**src/rtl/div_unit.sv**
```systemverilog
// Multicycle signed divider (restoring, one quotient bit per clock) for the MIPS DIV path.
// Quotient truncates toward zero; the remainder takes the sign of the dividend.
module div_unit #(
    parameter int WIDTH = 32
) (
    input  logic             clk,
    input  logic             reset,
    input  logic             div_start,
    input  logic [WIDTH-1:0] dividend,
    input  logic [WIDTH-1:0] divisor,
    output logic [WIDTH-1:0] hi,
    output logic [WIDTH-1:0] lo,
    output logic             busy,
    output logic             done,
    output logic             div0,
    output logic [1:0]       dbg_state
);

    localparam int CW = $clog2(WIDTH) + 1;

    typedef enum logic [1:0] {
        IDLE = 2'd0,
        CALC = 2'd1,
        FIX  = 2'd2
    } state_t;

    state_t           state_q;
    logic [WIDTH:0]   dvsr_q;
    logic [WIDTH-1:0] rem_q;
    logic [WIDTH-1:0] quot_q;
    logic [CW-1:0]    cnt_q;
    logic             neg_quot_q;
    logic             neg_rem_q;
    logic [WIDTH-1:0] hi_q;
    logic [WIDTH-1:0] lo_q;
    logic             busy_q;
    logic             done_q;
    logic             div0_q;

    logic [WIDTH-1:0] dvd_abs;
    logic [WIDTH-1:0] dvs_abs;
    logic [WIDTH:0]   rem_sh;
    logic [WIDTH:0]   trial;
    logic [WIDTH-1:0] rem_d;
    logic [WIDTH-1:0] quot_d;

    // Magnitudes are taken as unsigned, so |-2^(WIDTH-1)| is exact.
    always_comb begin
        dvd_abs = dividend[WIDTH-1] ? (~dividend + 1'b1) : dividend;
        dvs_abs = divisor[WIDTH-1]  ? (~divisor + 1'b1)  : divisor;
    end

    // One restoring step: shift {rem,quot} left, try to subtract the divisor.
    always_comb begin
        rem_sh = {rem_q, quot_q[WIDTH-1]};
        trial  = rem_sh - dvsr_q;
        rem_d  = rem_sh[WIDTH-1:0];
        quot_d = {quot_q[WIDTH-2:0], 1'b0};
        if (!trial[WIDTH]) begin
            rem_d  = trial[WIDTH-1:0];
            quot_d = {quot_q[WIDTH-2:0], 1'b1};
        end
    end

    always_ff @(posedge clk or posedge reset) begin
        if (reset) begin
            state_q    <= IDLE;
            dvsr_q     <= '0;
            rem_q      <= '0;
            quot_q     <= '0;
            cnt_q      <= '0;
            neg_quot_q <= 1'b0;
            neg_rem_q  <= 1'b0;
            hi_q       <= '0;
            lo_q       <= '0;
            busy_q     <= 1'b0;
            done_q     <= 1'b0;
            div0_q     <= 1'b0;
        end else begin
            done_q <= 1'b0;
            div0_q <= 1'b0;
            case (state_q)
                IDLE: begin
                    if (div_start) begin
                        if (divisor == '0) begin
                            div0_q <= 1'b1;
                        end else begin
                            dvsr_q     <= {1'b0, dvs_abs};
                            quot_q     <= dvd_abs;
                            rem_q      <= '0;
                            cnt_q      <= '0;
                            neg_rem_q  <= dividend[WIDTH-1];
                            neg_quot_q <= dividend[WIDTH-1] ^ divisor[WIDTH-1];
                            busy_q     <= 1'b1;
                            state_q    <= CALC;
                        end
                    end
                end
                CALC: begin
                    rem_q  <= rem_d;
                    quot_q <= quot_d;
                    cnt_q  <= cnt_q + 1'b1;
                    if (cnt_q == CW'(WIDTH - 1)) begin
                        state_q <= FIX;
                    end
                end
                FIX: begin
                    lo_q    <= neg_quot_q ? (~quot_q + 1'b1) : quot_q;
                    hi_q    <= neg_rem_q  ? (~rem_q + 1'b1)  : rem_q;
                    done_q  <= 1'b1;
                    busy_q  <= 1'b0;
                    state_q <= IDLE;
                end
                default: begin
                    busy_q  <= 1'b0;
                    state_q <= IDLE;
                end
            endcase
        end
    end

    assign hi        = hi_q;
    assign lo        = lo_q;
    assign busy      = busy_q;
    assign done      = done_q;
    assign div0      = div0_q;
    assign dbg_state = state_q;

endmodule

```
**config.mk**
```make
export PLATFORM = sky130hd
export DESIGN_NAME = div_unit
export DESIGN_NICKNAME = d
export VERILOG_FILES = /design/src/rtl/div_unit.sv
export SDC_FILE = /design/constraint.sdc
export NUM_CORES = 1
export LEC_CHECK = 0
export CAP_MARGIN = 25
export CORE_MARGIN = 2
export CORE_UTILIZATION = 40
export DETAILED_ROUTE_END_ITERATION = 12
export GPL_ROUTABILITY_DRIVEN = 0
export MAX_ROUTING_LAYER = met4
export PLACE_DENSITY = 0.71
export SYNTH_ARGS = -nofsm -noshare
export SYNTH_HDL_FRONTEND = slang
export SYNTH_SLANG_ARGS = --single-unit
export TNS_END_PERCENT = 30
```
**constraint.sdc**
```tcl
create_clock -name clk -period 5.95 [get_ports clk]
set_clock_uncertainty 0.15 [all_clocks]
set_input_delay 1.4875 -clock clk [delete_from_list [all_inputs] [get_ports clk]]
set_output_delay 1.4875 -clock clk [all_outputs]
set_load 0.02 [all_outputs]
```
==> metrics <==
CTS sink count 173; crit path launch divisor[19]; Netlist cell types 59; Primary FF master, synth dfrtp_1; DRC viols 0; routed via count 9,356; Synthesis Warnings 0; Initial DRC Count 661; period utilization 84.82%; die height 169.8 um; Min-Delay Path Class flip-flop to flip-flop; CP max-delay cell or4b_4; post-CTS sizing 0; Die X 169.8 um; ys async rst share 100.0%; max-slew violation count 0; leakage power 5.723 nW; antenna violations before repair 0; Switch Pwr 2.861 mW; Synth Register Bits 173; Root Driver clkbuf_16; clock buffer count from CTS 17; Combinational Power Share 52.4%; CP Cell Sequence clkdlybuf4s50_1 -> or4_4 -> or4_1 -> or3b_4 -> or4_1 -> or4b_4 -> a31oi_4 -> buf_12 -> nor2_1 -> xnor2_1 -> nor2_1; dpl hpwl 19.30 mm; Cell Count, Final, Fillers Out 1,751; Sw Share 43.60%; Worst R2R Setup Slack 1.91 ns; Die Footprint 0.02883 mm^2; Synth Instances 1,299; RSZ-0062 raised after global routing false; maximum vdd drop 0.2884 mV; CTS H-Tree Depth 4; max_cap viols 0; Final Hold Fails 0; Max Buffers Root-to-Sink 2; hold_buf cts 0; P per Cell Area 494.4 mW/mm^2; Hold Path Depth 2; worst-skew pair later-pin latency 0.43 ns; CP Launch Type primary input; Mapped Area 0.01100 mm^2; CTS tree yes; GRT Total Usage 18.88%; drt pass-1 iters 5; core area 0.02695 mm^2; CP max stage delay 0.58 ns; Reg-to-Reg End rem_q[12]; crit path DAT 5.21 ns; vias in the first global route 8,437; Net Count, Synth 1,404; most common cell after layout, fill and taps aside nand2_1; # rows 60; most frequent cells in the layout nand2_1, o21ai_0, dfrtp_1; Clock Power Share 17.2%; n_diodes 0; placed cell count 1,718; share of post-route cells with drive strength above 1 4.184%; CTS clk-pin slew, worst paths 0.07 ns; outcome finished clean; EDFF count, synth 0; Setup crit end kind flip-flop; hold wc startpoint hi[14]; final count of negative-setup-slack endpoints 0; required time worst endpoint 6.11 ns; Multi-input gate area 0.006198 mm^2; Max Clk Rate 198.1 MHz; Pint 3.701 mW; Initial Util 40.80%; final wirelength 26.37 mm; WS Path Type primary input to flip-flop; GRT Residual Overflow 0; Max FO, Critical Path 59; sequential element share of the synthesized area 39.37%; DP Worst Slack 0.4203 ns; Port Buffers 135; Register-to-Register Path Depth 13; Syn Area/Cell 8.465 um^2; DR vias/cell 5.343; # nets final 1,502; Post CTS Setup Buffer Count 0; Avg WL per Cell 15.06 um; I/O pin cnt 136; fillers 2,540; Hold Path Sink hi[14]; Seq pwr share 30.4%; actual slew at the worst max-slew pin 0.9107 ns; first-pass GRT wire length 43.07 mm; TNS Setup 0 ns; Reg2Reg Launch Point quot_q[31]; Total Power 6.562 mW; largest net degree at the start of global routing 174; min Tclk post-route 5.047 ns; FF/Latch Area 0.004329 mm^2; Antenna Nets Post-Route 0; Max-slew headroom 39.28%; synth-to-layout area growth 20.70%; Setup WS post-layout 0.9029 ns
kinds of logic after synthesis:
group / share of synthesized area (%)
compound gates: 21.17
xor+xnor: 11.63
fa+ha+maj: 4.392
buf+inv: 4.529
flops: 39.37
mux: 2.469
simple gates: 16.44
synth_stat cells, types with 18 or more instances:
cell type  instances  area (um^2)
nor2_1            76        285.3
o21ai_0          203         1016
o31ai_1           29        217.7
o41ai_1           20        175.2
a21oi_1           74        370.4
mux2i_1           23        230.2
nand2b_1          18        112.6
nand2_1          210        788.3
ha_1              37        462.9
or4_1             20        150.1
a21o_1            18        135.1
dfrtp_1          173         4329
inv_1             53        198.9
xnor2_1           49        429.2
xor2_1            97        849.6
clkbuf_1          53        198.9
layout make-up:
class                           count  area share (%)
Sequential cell                   173           32.62
Timing Repair Buffer              148           11.50
Clock inverter                     14           1.197
Clock buffer                       18           3.234
Tap cell                          341           3.215
Multi-Input combinational cell   1004           46.70
Inverter                           53           1.527
stage by stage:
step | hold WS, ns | utilization (%) | cell area [um^2]
2_1_floorplan | 0.3199 | - | 11000
3_3_place_gp | 0.3107 | 46.78 | 12610
3_5_place_dp | 0.3209 | 46.99 | 12660
4_1_cts | 0.3369 | 49.17 | 13250
5_1_grt | 0.3527 | 49.24 | 13270
6_report | 0.3285 | 49.24 | 13270
power groups by stage:
stage | sequential [mW] | combinational [mW] | clock (mW)
after floorplan | 1.84 | 2.77 | 0
final | 1.99 | 3.44 | 1.13
after CTS | 1.98 | 3.42 | 1.15
after global routing | 2.05 | 3.87 | 1.20
after global placement | 1.99 | 3.30 | 0
after detailed placement | 2.00 | 3.40 | 0
worst max-delay path by stage:
stage                     end  depth (start not counted)
floorplan           dvsr_q[0]                          9
global placement     cnt_q[2]                         11
detailed placement   cnt_q[2]                         11
CTS                  cnt_q[2]                         11
global route         cnt_q[2]                         11
finish               cnt_q[2]                         11
state kept, by name, indices dropped and copies added, names as in the netlist:
register    cells
busy            1
cnt_q           6
dbg_state       2
div0            1
done            1
dvsr_q         32
hi             32
lo             32
neg_quot_q      1
neg_rem_q       1
quot_q         32
rem_q          32
critical path, delay by kind of cell:
kind,cells,cell delay (ns)
buffers and inverters,2,0.72
XOR/XNOR,1,0.14
AO/OA/AOI/OAI,1,0.33
AND/OR/NAND/NOR,7,2.53
routing by layer:
layer	GRT usage, %	share of wire, %
met1	27.20	50
met5	-	0
met3	2.495	5.5
met2	28.59	44
met4	3.828	0.83
(Power assumes the default switching activity.)
